===== src/rtl/button_mmio.sv =====
//==============================================================================
// Module   : button_mmio
// Brief    : Memory-mapped push-button peripheral: sync, debounce, press latch.
//            Optional interrupt output enabled by macro BUTTON_MMIO_IRQ_EN.
// Revision : 1.0 - initial release
//==============================================================================
`default_nettype none

module button_mmio #(
    parameter logic [31:0] BASE_ADDR       = 32'd1000,
    parameter int          DEBOUNCE_CYCLES = 16,
    parameter int          CNT_W           = 8
) (
    input  logic        clock,
    input  logic        reset,
    input  logic        button_in,
    input  logic [31:0] address_dmem,
    input  logic        wren,
    input  logic [31:0] data,
    input  logic        rd_strobe,
`ifdef BUTTON_MMIO_IRQ_EN
    output logic        irq,
`endif
    output logic        sel,
    output logic [31:0] q_button
);

    localparam logic [15:0] c_stab_max = 16'(DEBOUNCE_CYCLES - 1);

    logic             r_sync1;
    logic             r_s;
    logic             r_level;
    logic [15:0]      r_stab_cnt;
    logic             r_pending;
    logic [CNT_W-1:0] r_press_cnt;

    logic             w_level_flip;
    logic             w_press;
    logic             w_clr_pend;
    logic             w_clr_cnt;
    logic             w_pending_next;
    logic [CNT_W-1:0] w_press_cnt_next;
    logic             w_ie;

    assign sel          = (address_dmem == BASE_ADDR);
    assign w_level_flip = (r_s != r_level) && (r_stab_cnt == c_stab_max);
    assign w_press      = w_level_flip & r_s;
    assign w_clr_pend   = sel & (rd_strobe | (wren & data[0]));
    assign w_clr_cnt    = sel & wren & data[1];

    // A press in the same cycle as a clear must still be recorded.
    assign w_pending_next = w_press | (r_pending & ~w_clr_pend);

    always_comb begin
        w_press_cnt_next = r_press_cnt;
        if (w_clr_cnt) begin
            w_press_cnt_next = w_press ? CNT_W'(1) : '0;
        end else if (w_press && !(&r_press_cnt)) begin
            w_press_cnt_next = r_press_cnt + CNT_W'(1);
        end
    end

    always_ff @(posedge clock) begin
        if (reset) begin
            r_sync1    <= 1'b0;
            r_s        <= 1'b0;
            r_level    <= 1'b0;
            r_stab_cnt <= '0;
        end else begin
            r_sync1 <= button_in;
            r_s     <= r_sync1;
            if (r_s == r_level) begin
                r_stab_cnt <= '0;
            end else if (r_stab_cnt == c_stab_max) begin
                r_level    <= r_s;
                r_stab_cnt <= '0;
            end else begin
                r_stab_cnt <= r_stab_cnt + 16'd1;
            end
        end
    end

    always_ff @(posedge clock) begin
        if (reset) begin
            r_pending   <= 1'b0;
            r_press_cnt <= '0;
        end else begin
            r_pending   <= w_pending_next;
            r_press_cnt <= w_press_cnt_next;
        end
    end

`ifdef BUTTON_MMIO_IRQ_EN
    logic r_ie;
    logic r_irq;

    always_ff @(posedge clock) begin
        if (reset) begin
            r_ie  <= 1'b0;
            r_irq <= 1'b0;
        end else begin
            if (wren && sel) begin
                r_ie <= data[2];
            end
            r_irq <= w_pending_next & r_ie;
        end
    end

    assign irq  = r_irq;
    assign w_ie = r_ie;

    logic w_unused_data;
    assign w_unused_data = ^data[31:3];
`else
    assign w_ie = 1'b0;

    logic w_unused_data;
    assign w_unused_data = ^data[31:2];
`endif

    always_comb begin
        q_button = '0;
        if (sel) begin
            q_button[0]           = r_level;
            q_button[1]           = r_pending;
            q_button[2]           = w_ie;
            q_button[8 +: CNT_W]  = r_press_cnt;
        end
    end

endmodule

`default_nettype wire


===== config.mk =====
export PLATFORM = sky130hd
export DESIGN_NAME = button_mmio
export DESIGN_NICKNAME = d
export VERILOG_FILES = /design/src/rtl/button_mmio.sv
export SDC_FILE = /design/constraint.sdc
export NUM_CORES = 1
export LEC_CHECK = 0
export BUFFER_PORTS_ARGS = -buffer_cell sky130_fd_sc_hd__buf_2
export CAP_MARGIN = 30
export CORE_AREA = 2 2 63 65
export CTS_CLUSTER_DIAMETER = 80
export CTS_CLUSTER_SIZE = 16
export DETAILED_ROUTE_END_ITERATION = 16
export DIE_AREA = 0 0 65 67
export PLACE_DENSITY = 0.82
export REMOVE_ABC_BUFFERS = 1
export SYNTH_ARGS = -nofsm -noshare
export SYNTH_HDL_FRONTEND = slang
export SYNTH_SLANG_ARGS = --single-unit

===== constraint.sdc =====
create_clock -name clock -period 3.65 [get_ports clock]
set_input_delay 0.365 -clock clock [delete_from_list [all_inputs] [get_ports clock]]
set_output_delay 0.365 -clock clock [all_outputs]
set_load 0.1 [all_outputs]

Word-level counts from Yosys, hierarchy flattened

Index checks and enable logic that the tools add are counted.

Bits of input ports: 69
Logic and storage cells: 34
Output and inout bits: 33
Bits in registers: 28

Reductions and logical operators: 7
$add $sub $neg: 2
Eq/ne operators: 4
Bitwise operators: 10
Multiplexer cells: 5

Operators by type and width:

| operator                                        | number |
|---|---|
| == test 32 x 10 -> 1 bit, second input constant | 1 |
| 2-to-1 mux 8 bit                                | 3 |
| adder 16 x 1 -> 16 bit, second input constant   | 1 |
| == test 16 x 4 -> 1 bit, second input constant  | 1 |
| adder 8 x 1 -> 8 bit, second input constant     | 1 |
| AND reduction 8 bit                             | 1 |
| AND 1 bit                                       | 6 |
| OR reduction 3 bit                              | 1 |
| logical AND 1 bit                               | 2 |
| 2-to-1 mux 2 bit                                | 1 |
| NOT 1 bit                                       | 2 |
| bitwise OR 1 bit                                | 2 |
| AND reduction 2 bit                             | 1 |
| nonzero test 2 bit                              | 1 |
| == test 1 bit                                   | 1 |
| logical NOT 1 bit                               | 1 |
| 2-to-1 mux 1 bit                                | 1 |
| != test 1 bit                                   | 1 |

Depth between registers and ports, before layout

Gate-level depths: netlist of run 1.

Depth in word-level cells: 6
Depth in mapped cells: 7
Gate-level depth less buffers: 6

Worst setup path after synthesis of run 1

No wires, ideal clock.

Path kind: in2out
Start: in address_dmem[1]
End: out q_button[0]
Stages on the path: 4
Setup slack: 171 ps
Arrival: 3114 ps
Cell sequence: or4b_1 -> nor4_2 -> clkbuf_1 -> and2_1

Word-level cells in the longest chain between the ends: 2

RTL lines:

| what                     | RTL line | RTL |
|---|---|---|
| from (decl)              | 17       | `input logic [31:0] address_dmem,` |
| == test 32 x 10 -> 1 bit | 45       | `assign sel = (address_dmem == BASE_ADDR);` |
| named net sel            | 24       | `output logic sel,` |
| 2-to-1 mux 2 bit         | 123      | `if (sel) begin` |
| to (decl)                | 25       | `output logic [31:0] q_button` |

The timed path passes the listed nets, and every way through them passes these cells.

Final worst setup path of run 1

Start: in address_dmem[27]
End: out q_button[1]

Word-level cells in the longest chain between the ends: 2

RTL lines:

| what                     | RTL line |
|---|---|
| == test 32 x 10 -> 1 bit | 45 |
| 2-to-1 mux 2 bit         | 123 |

No other way between the ends.

==> impl_metrics.yaml, run 1 <==
status:
  status: "complete, no violations"
timing:
  layout_min_cycle_time_ps: 2480
  hold_viol_final: 0
  fin_skew_ps: 2.88
  hold_slack_ps: 309
  finalSetupViolations: 0
  period_share_pct: 68.1
  drv_slew: 0
  rsz0062_at_grt: "false"
  fmax_mhz: 403
floorplan:
  io_pins: 102
  die_y_um: 67
  die-width_um: 65
  start_util_pct: 44.0
  die-area_um2: 4360
  core_region_area_um2: 3610
  fp-row-count: 22
global_route:
  grt_pass1_wl_um: 5200
  grt_max_degree: 16
  first_global_vias: 1216
  gr-total-overflow: 0
  track_usage_pct: 15.0
  antenna_found_initial: 0
layout:
  synthToLayoutAreaGrowth_pct: 14.8
  fin_nets: 296
  multi_input_area_um2: 905
  seqCellArea_um2: 561
  drive_gt1_share_pct: 27.8
  nFillCells: 348
  final_cell_mix: "buf_2 (49), dfxtp_1 (28), conb_1 (22), nor2_1 (16), xnor2_1 (12)"
  final_common_cell: "buf_2"
  diodes: 0
  fin_cells: 271
cts:
  cts_setup_buffers: 0
  ctsHoldBuffers: 0
  cts_buffers: 3
  cts.htree.levels: 1
  cts-root-to-sink-buffers: 2
  clkSinkCount: 28
  root_buffer: "clkbuf_8"
  clk_latency_ps: 260
  tritoncts: "built"
  clkTransAtPathRegs_ps: 80
  post_cts_resized: 0
routing:
  routed_wl_um: 2930
  first_iter_violations: 79
  drc: 0
  ant_nets: 0
  wire_per_inst_um: 10.8
  vias: 1296
  post_drt_via_cell_ratio: 4.78
  drt_pass1_iterations: 4
setup_path:
  start_kind: "input port"
  cp_max_fo: 14
  cp.buffers_inverters: 3
  rrSetupSlack_ps: 1340
  cp_slowest_cell: "buf_2"
  path_cells: "buf_2 -> nor4b_1 -> nand4_1 -> nor4_2 -> buf_4 -> and2_1 -> buf_2"
  critPathMaxStageDelay_ps: 420
  cp_data_required_time_ps: 3280
  r2r-end: "r_press_cnt[5]$_SDFFE_PP0P_"
  critPathCaptureType: "output port"
  path_class: "input port to output port"
  timing.rr.start: "r_stab_cnt[0]$_SDFF_PP0_"
  r2r_cells: 6
  cp_common_cell: "buf_2"
  cpLargestDelayFamily: "simple AND/OR/NAND/NOR gates"
  worstPathArrival_ps: 2120
placement:
  dp_hpwl_um: 2290
  gp_congestion: 0.775
  dpl.cell_count: 268
  io_buffers: 49
pwr:
  leakagePower_nw: 0.758
  p_total_uw: 595
  ir_worst_vdd_mv: 0.133
  p_int_uw: 398
  seqPwrFrac_pct: 51.6
  powerDensity_nw_per_um2: 326
  swShare_pct: 33.1
  share_comb_of_total_power_pct: 21.5
  p_switching_uw: 197
  pwr-share-clk_pct: 26.9
yosys:
  synth_area_um2: 1590
  synth_cell_types: 40
  synth-warning-count: 0
  synth.ff_latch_count: 28
  avgSynthCellArea_um2: 8.97
  syn-instance-count: 177
  yosysSeqAreaShare_pct: 35.3
hold_path:
  min_path_type: "input port to flop"
  worstHoldEndpoint: "r_sync1$_SDFF_PP0_"
  holdPathStages: 2
  min_from: "button_in"
flow_run:
  cap_violations: 0
## sequential cells by signal, indices dropped and copies added (netlist names)
signal,flops
r_level,1
r_s,1
r_stab_cnt,16
r_pending,1
r_press_cnt,8
r_sync1,1
## power by group through the flow
stage	clock, mW	combinational, mW	sequential (mW)
2_1_floorplan	0	0.104	0.314
3_3_place_gp	0	0.127	0.314
3_5_place_dp	0	0.127	0.314
4_1_cts	0.165	0.128	0.307
5_1_grt	0.178	0.133	0.307
6_report	0.160	0.128	0.307
## layer usage
metal | vias to the layer above | share of wire [%] | wire length [µm] | global-route usage (%)
met5 | - | 0 | 0 | 0
met4 | 0 | 1.1 | 32 | 6.38
met3 | 4 | 5.7 | 168 | 2.36
met2 | 47 | 48 | 1420 | 25.5
met1 | 578 | 45 | 1310 | 18.8
li1 | 667 | - | - | -
## cells in the mapped netlist
master	count	area [µm²]
or4b_1	1	10.0
clkbuf_1	3	11.3
xnor2_1	12	105
buf_4	22	165
or3_1	1	6.26
a21oi_1	2	10.0
dfxtp_1	28	561
and4_2	1	10.0
nor2b_1	2	12.5
nand4_1	8	50.1
mux2i_1	2	20.0
a21o_1	1	7.51
and2_1	11	68.8
a211oi_2	1	12.5
nand3b_1	1	7.51
nand2_1	6	22.5
o21bai_4	1	18.8
ha_1	2	25.0
nor4b_1	1	8.76
o31ai_1	1	7.51
nor2_1	16	60.1
nor3_1	10	50.1
or4_4	1	11.3
xor2_1	7	61.3
nor4_1	8	50.1
o211ai_1	1	7.51
inv_1	1	3.75
and4_1	3	26.3
nand2b_1	2	12.5
nand3_4	1	17.5
nand3_1	4	20.0
buf_6	1	11.3
or2_0	1	6.26
buf_2	2	10.0
and3_1	5	31.3
a21bo_1	1	10.0
nor4_2	3	37.5
and3_4	1	11.3
conb_1	1	3.75
or2_1	1	6.26
## stage by stage
step / util, % / setup slack [ps] / setup TNS (ps) / cell area [µm²]
5_1_grt: 50.6 / 1000 / 0 / 1820
6_report: 50.6 / 1170 / 0 / 1820
2_1_floorplan: - / -631 / -6430 / 1470
3_3_place_gp: 49.4 / 1260 / 0 / 1780
4_1_cts: 50.6 / 1210 / 0 / 1820
3_5_place_dp: 49.4 / 1210 / 0 / 1780
## how the worst max path moves through the flow
stage                                 from          end  cells after the start
after global routing      address_dmem[27]  q_button[0]                      7
final                     address_dmem[27]  q_button[1]                      7
after detailed placement  address_dmem[27]  q_button[0]                      7
after floorplan            address_dmem[1]  q_button[0]                      3
after CTS                 address_dmem[27]  q_button[0]                      7
after global placement    address_dmem[27]  q_button[0]                      7
## cell families (layout without fill, tap and decap cells)
group / count (synthesis) / count (layout) / synth area share (%)
simple gates: 88 / 88 / 33.8
buf+inv: 29 / 54 / 12.7
flops: 28 / 28 / 35.3
xor+xnor: 19 / 19 / 10.5
compound gates: 8 / 8 / 4.65
fa+ha+maj: 2 / 2 / 1.58
mux: 2 / 2 / 1.26
other cells: 1 / 22 / 0.236
## layout make-up
cell class / instances / share of cell area [%]
Clock buffer: 3 / 2.26
Inverter: 1 / 0.206
Multi-Input combinational cell: 141 / 49.6
Sequential cell: 28 / 30.7
Tap cell: 48 / 3.29
Timing Repair Buffer: 50 / 13.9
(Power assumes the default switching activity.)
==> inputs of run 2 (changes only) <==
--- a/config.mk
+++ b/config.mk
@@ -7,12 +7,12 @@
 export LEC_CHECK = 0
 export BUFFER_PORTS_ARGS = -buffer_cell sky130_fd_sc_hd__buf_2
 export CAP_MARGIN = 30
-export CORE_AREA = 2 2 63 65
+export CORE_AREA = 2 2 65 67
 export CTS_CLUSTER_DIAMETER = 80
 export CTS_CLUSTER_SIZE = 16
 export DETAILED_ROUTE_END_ITERATION = 16
-export DIE_AREA = 0 0 65 67
-export PLACE_DENSITY = 0.82
+export DIE_AREA = 0 0 67 69
+export PLACE_DENSITY = 0.77
 export REMOVE_ABC_BUFFERS = 1
 export SYNTH_ARGS = -nofsm -noshare
 export SYNTH_HDL_FRONTEND = slang
==> constraint.sdc (replaced) <==
create_clock -name clock -period 2.5 [get_ports clock]
set_input_delay 0.25 -clock clock [delete_from_list [all_inputs] [get_ports clock]]
set_output_delay 0.25 -clock clock [all_outputs]
set_load 0.1 [all_outputs]
==> impl_metrics.yaml, run 2 (synthesis gave the netlist of run 1 again) <==
status:
  status: "complete, no violations"
cts:
  clkSinkCount: 28
  cts_buffers: 3
  cts.htree.levels: 1
  ctsHoldBuffers: 0
  root_buffer: "clkbuf_8"
  clkTransAtPathRegs_ps: 100
  cts-root-to-sink-buffers: 2
  cts_setup_buffers: 0
  post_cts_resized: 0
  tritoncts: "built"
  clk_latency_ps: 270
placement:
  gp_congestion: 0.781
  dp_hpwl_um: 2250
  io_buffers: 49
  place_area_um2: 1960
  dp_slack_ps: 537
layout:
  final_common_cell: "buf_2"
  nFillCells: 371
  diodes: 0
  fin_nets: 297
  top_regs: "r_stab_cnt x16, r_press_cnt x8"
  drive_gt1_share_pct: 28.4
  synthToLayoutAreaGrowth_pct: 27.7
  final_cell_mix: "buf_2 (38), dfxtp_1 (28), conb_1 (22), nor2_1 (16), xnor2_1 (12)"
  largest_reg_flops: 16
  multi_input_area_um2: 905
  regMostFlops: "r_stab_cnt"
  seqCellArea_um2: 561
  design_area_um2: 2030
global_route:
  first_global_vias: 1202
  grt_max_degree: 17
  grt_pass1_wl_um: 4930
  gr-total-overflow: 0
  track_usage_pct: 12.9
  antenna_found_initial: 0
timing:
  layout_setup_ws_ps: 505
  drv_slew: 0
  fmax_mhz: 501
  rsz0062_at_grt: "false"
  final.setup.tns_ps: 0
  fin_skew_ps: 6.73
  period_share_pct: 79.8
  finalSetupViolations: 0
  hold_viol_final: 0
  layout_min_cycle_time_ps: 1990
routing:
  drc: 0
  ant_nets: 0
  drt_pass1_iterations: 6
  wire_per_inst_um: 11.0
  first_iter_violations: 51
  post_drt_via_cell_ratio: 4.94
  routed_wl_um: 3030
  vias: 1358
setup_path:
  critPathCaptureType: "flop"
  path_class: "flop to flop"
  rrSetupSlack_ps: 510
  cp_max_fo: 5
  cp_data_required_time_ps: 2700
  r2r_cells: 6
  start_kind: "flop"
  worstPathArrival_ps: 2190
hold_path:
  min_path_type: "input port to flop"
  holdPathStages: 2
floorplan:
  io_pins: 102
  fp-row-count: 23
  die-area_um2: 4620
  start_util_pct: 40.6
  die-width_um: 67
  die_y_um: 69
  core_region_area_um2: 3910
pwr:
  ir_worst_vdd_mv: 0.288
  powerDensity_nw_per_um2: 487
  leakagePower_nw: 0.804
flow_run:
  cap_violations: 0
run 2: cell types whose count changed in the layout (fill, tap and decap cells not counted), sizes merged:
cell / before / now
buf: 50 / 51
bufinv: 0 / 1
run 2: report_power, final:
group / leakage (nW) / switching, mW / internal, mW
clock: 0.0357 / 0.139 / 0.214
combinational: 0.542 / 0.160 / 0.0262
sequential: 0.226 / 0.000888 / 0.448
run 2: critical path: stages, from the launching register on:
cell and delay (ps):
dfxtp_1 370, ha_1 200, and3_4 210, nand4_1 110
or2_1 330, or4_4 500, a211oi_2 210
run 2: final timing paths:
| kind | startpoint | endpoint |
|---|---|---|
| max reg2reg | r_stab_cnt[0]$_SDFF_PP0_ | r_press_cnt[5]$_SDFFE_PP0P_ |
| min reg2reg | r_sync1$_SDFF_PP0_ | r_s$_SDFF_PP0_ |
| max | r_stab_cnt[0]$_SDFF_PP0_ | r_press_cnt[5]$_SDFFE_PP0P_ |
| min | button_in | r_sync1$_SDFF_PP0_ |
run 2: metrics by stage:
step,power (mW),hold slack [ps],instances,util [%]
finish,0.988,187,275,51.8
global route,1.02,194,275,51.8
CTS,0.995,186,275,51.8
detailed placement,0.645,426,271,50.0
global placement,0.644,422,271,50.0
floorplan,0.611,319,170,-
run 2: routing by layer:
layer  vias up  part of all wire (%)  track usage, %
met3         2                   6.1            1.47
met1       632                    41            15.1
met4         0                  0.79            4.08
li1        667                     -               -
met5         -                     0               0
met2        57                    52            23.8
run 2: cell type report:
type | count | share of cell area, %
multi-input cells | 141 | 44.6
flip-flops and latches | 28 | 27.6
repair buffers | 51 | 21.0
well taps | 50 | 3.08
clock buffers | 3 | 2.04
clock inverters | 1 | 1.48
inverters | 1 | 0.185
==> inputs of run 3 (changes only) <==
--- a/config.mk
+++ b/config.mk
@@ -7,12 +7,12 @@
 export LEC_CHECK = 0
 export BUFFER_PORTS_ARGS = -buffer_cell sky130_fd_sc_hd__buf_2
 export CAP_MARGIN = 30
-export CORE_AREA = 2 2 65 67
+export CORE_AREA = 2 2 68 70
 export CTS_CLUSTER_DIAMETER = 80
 export CTS_CLUSTER_SIZE = 16
 export DETAILED_ROUTE_END_ITERATION = 16
-export DIE_AREA = 0 0 67 69
-export PLACE_DENSITY = 0.77
+export DIE_AREA = 0 0 70 72
+export PLACE_DENSITY = 0.74
 export REMOVE_ABC_BUFFERS = 1
 export SYNTH_ARGS = -nofsm -noshare
 export SYNTH_HDL_FRONTEND = slang
==> constraint.sdc (replaced) <==
create_clock -name clock -period 1.64 [get_ports clock]
set_input_delay 0.164 -clock clock [delete_from_list [all_inputs] [get_ports clock]]
set_output_delay 0.164 -clock clock [all_outputs]
set_load 0.1 [all_outputs]
==> impl_metrics.yaml, run 3 (synthesis gave the netlist of run 1 again) <==
placement:
  dp_hpwl_um: 2400
  dp_slack_ps: -182
  dpl.cell_count: 303
  io_buffers: 49
  gp_congestion: 0.858
timing:
  fin_skew_ps: 4.54
  layout_min_cycle_time_ps: 1840
  hold_slack_ps: 80.8
  drv_slew: 0
  fmax_mhz: 544
  period_share_pct: 112
  layout_setup_ws_ps: -199
  rsz0062_at_grt: "true"
  final.setup.tns_ps: -2220
  finalSetupViolations: 14
  hold_viol_final: 0
routing:
  vias: 1494
  ant_nets: 0
  post_drt_via_cell_ratio: 4.80
  routed_wl_um: 3720
  wire_per_inst_um: 12.0
  drt_pass1_iterations: 4
  drc: 0
  first_iter_violations: 65
global_route:
  track_usage_pct: 14.0
  use_met1_pct: 17.3
  antenna_found_initial: 0
  use_met3_pct: 1.94
  grt_pass1_wl_um: 5730
  first_global_vias: 1346
  use_met2_pct: 24.1
  grt_max_degree: 16
  top_usage_layer: "met2"
  gr-total-overflow: 0
setup_path:
  timing.rr.start: "r_stab_cnt[0]$_SDFF_PP0_"
  cp_common_cell: "buf_6"
  start_kind: "input port"
  critPathMaxStageDelay_ps: 540
  cp_slowest_cell: "or4b_4"
  cp-startpoint: "address_dmem[4]"
  r2r-end: "r_press_cnt[5]$_SDFFE_PP0P_"
  crit_end: "q_button[12]"
  path_class: "input port to output port"
  cp_data_required_time_ps: 1480
  r2r_cells: 6
  rrSetupSlack_ps: -160
  critPathCaptureType: "output port"
  cp_max_fo: 6
  worstPathArrival_ps: 1670
  path_cells: "buf_6 -> or4b_4 -> nor4_4 -> buf_6 -> and2_4 -> buf_12"
layout:
  final_cell_mix: "buf_2 (33), buf_4 (28), dfxtp_1 (24), conb_1 (22), nor2_1 (16)"
  multi_input_area_um2: 1080
  regMostFlops: "r_stab_cnt"
  fin_cells: 311
  diodes: 0
  seqCellArea_um2: 566
  top_regs: "r_stab_cnt x16, r_press_cnt x8"
  utilization_pct: 59.1
  nFillCells: 355
  synthToLayoutAreaGrowth_pct: 58.7
  largest_reg_flops: 16
  fin_nets: 331
  final_common_cell: "buf_2"
  drive_gt1_share_pct: 49.4
pwr:
  seqPwrFrac_pct: 47.7
  p_int_uw: 954
  leakagePower_nw: 1.08
  p_switching_uw: 480
  swShare_pct: 33.4
  ir_worst_vdd_mv: 0.341
  powerDensity_nw_per_um2: 569
  share_comb_of_total_power_pct: 21.8
  pwr-share-clk_pct: 30.5
cts:
  cts.htree.levels: 1
  clkSinkCount: 28
  ctsHoldBuffers: 0
  cts-root-to-sink-buffers: 2
  clk_latency_ps: 280
  clkTransAtPathRegs_ps: 90
  root_buffer: "clkbuf_8"
  tritoncts: "built"
  cts_buffers: 3
floorplan:
  start_util_pct: 37.2
  die-width_um: 70
  die_y_um: 72
  core_region_area_um2: 4260
  io_pins: 102
  fp-row-count: 24
  die-area_um2: 5040
status:
  status: "finished, violations left"
  violations: "negative setup slack"
flow_run:
  cap_violations: 0
hold_path:
  min_path_type: "input port to flop"
==> run 3: area by class of cell <==
cell class,instances,area share [%]
Multi-Input combinational cell,141,42.7
Timing Repair Buffer,85,29.9
Inverter,1,0.149
Tap cell,52,2.58
Clock buffer,4,2.18
Sequential cell,28,22.4
==> run 3: worst min path at each step <==
stage / slack, ps / startpoint / cells after the start / to
after global routing: 80 / button_in / 2 / r_sync1$_SDFF_PP0_
final: 80 / button_in / 2 / r_sync1$_SDFF_PP0_
after global placement: 380 / button_in / 2 / r_sync1$_SDFF_PP0_
after floorplan: 230 / reset / 1 / r_pending$_SDFF_PP0_
after detailed placement: 380 / button_in / 2 / r_sync1$_SDFF_PP0_
after CTS: 80 / button_in / 2 / r_sync1$_SDFF_PP0_
==> run 3: critical path, delay by kind of cell <==
family	cells	cell delay, ps
buffers and inverters	3	440
and+or+nand+nor	3	1070
==> run 3: timing repair <==
item | in CTS | in global routing
endpoints found under the setup margin | 15 | 19
buffers inserted | 1 | 2
gates cloned | 1 | 0
resized for setup | 30 | 22
pin swaps | 17 | 12
==> run 3: power by group through the flow <==
stage	clock network [mW]	logic, mW	registers, mW
floorplan	0	0.232	0.699
global placement	0	0.289	0.699
detailed placement	0	0.290	0.699
CTS	0.449	0.304	0.684
global route	0.487	0.323	0.685
finish	0.437	0.313	0.684
==> run 3: per-layer routing <==
| layer | vias up | wire length (µm) |
|---|---|---|
| met5 | - | 0 |
| met2 | 43 | 1900 |
| li1 | 745 | - |
| met3 | 5 | 178 |
| met4 | 0 | 68 |
| met1 | 701 | 1570 |
==> run 3: metrics by stage <==
step	cell area (µm²)	total power, mW
detailed placement	2200	0.989
finish	2520	1.43
floorplan	1470	0.931
global route	2520	1.49
global placement	2200	0.988
CTS	2400	1.44
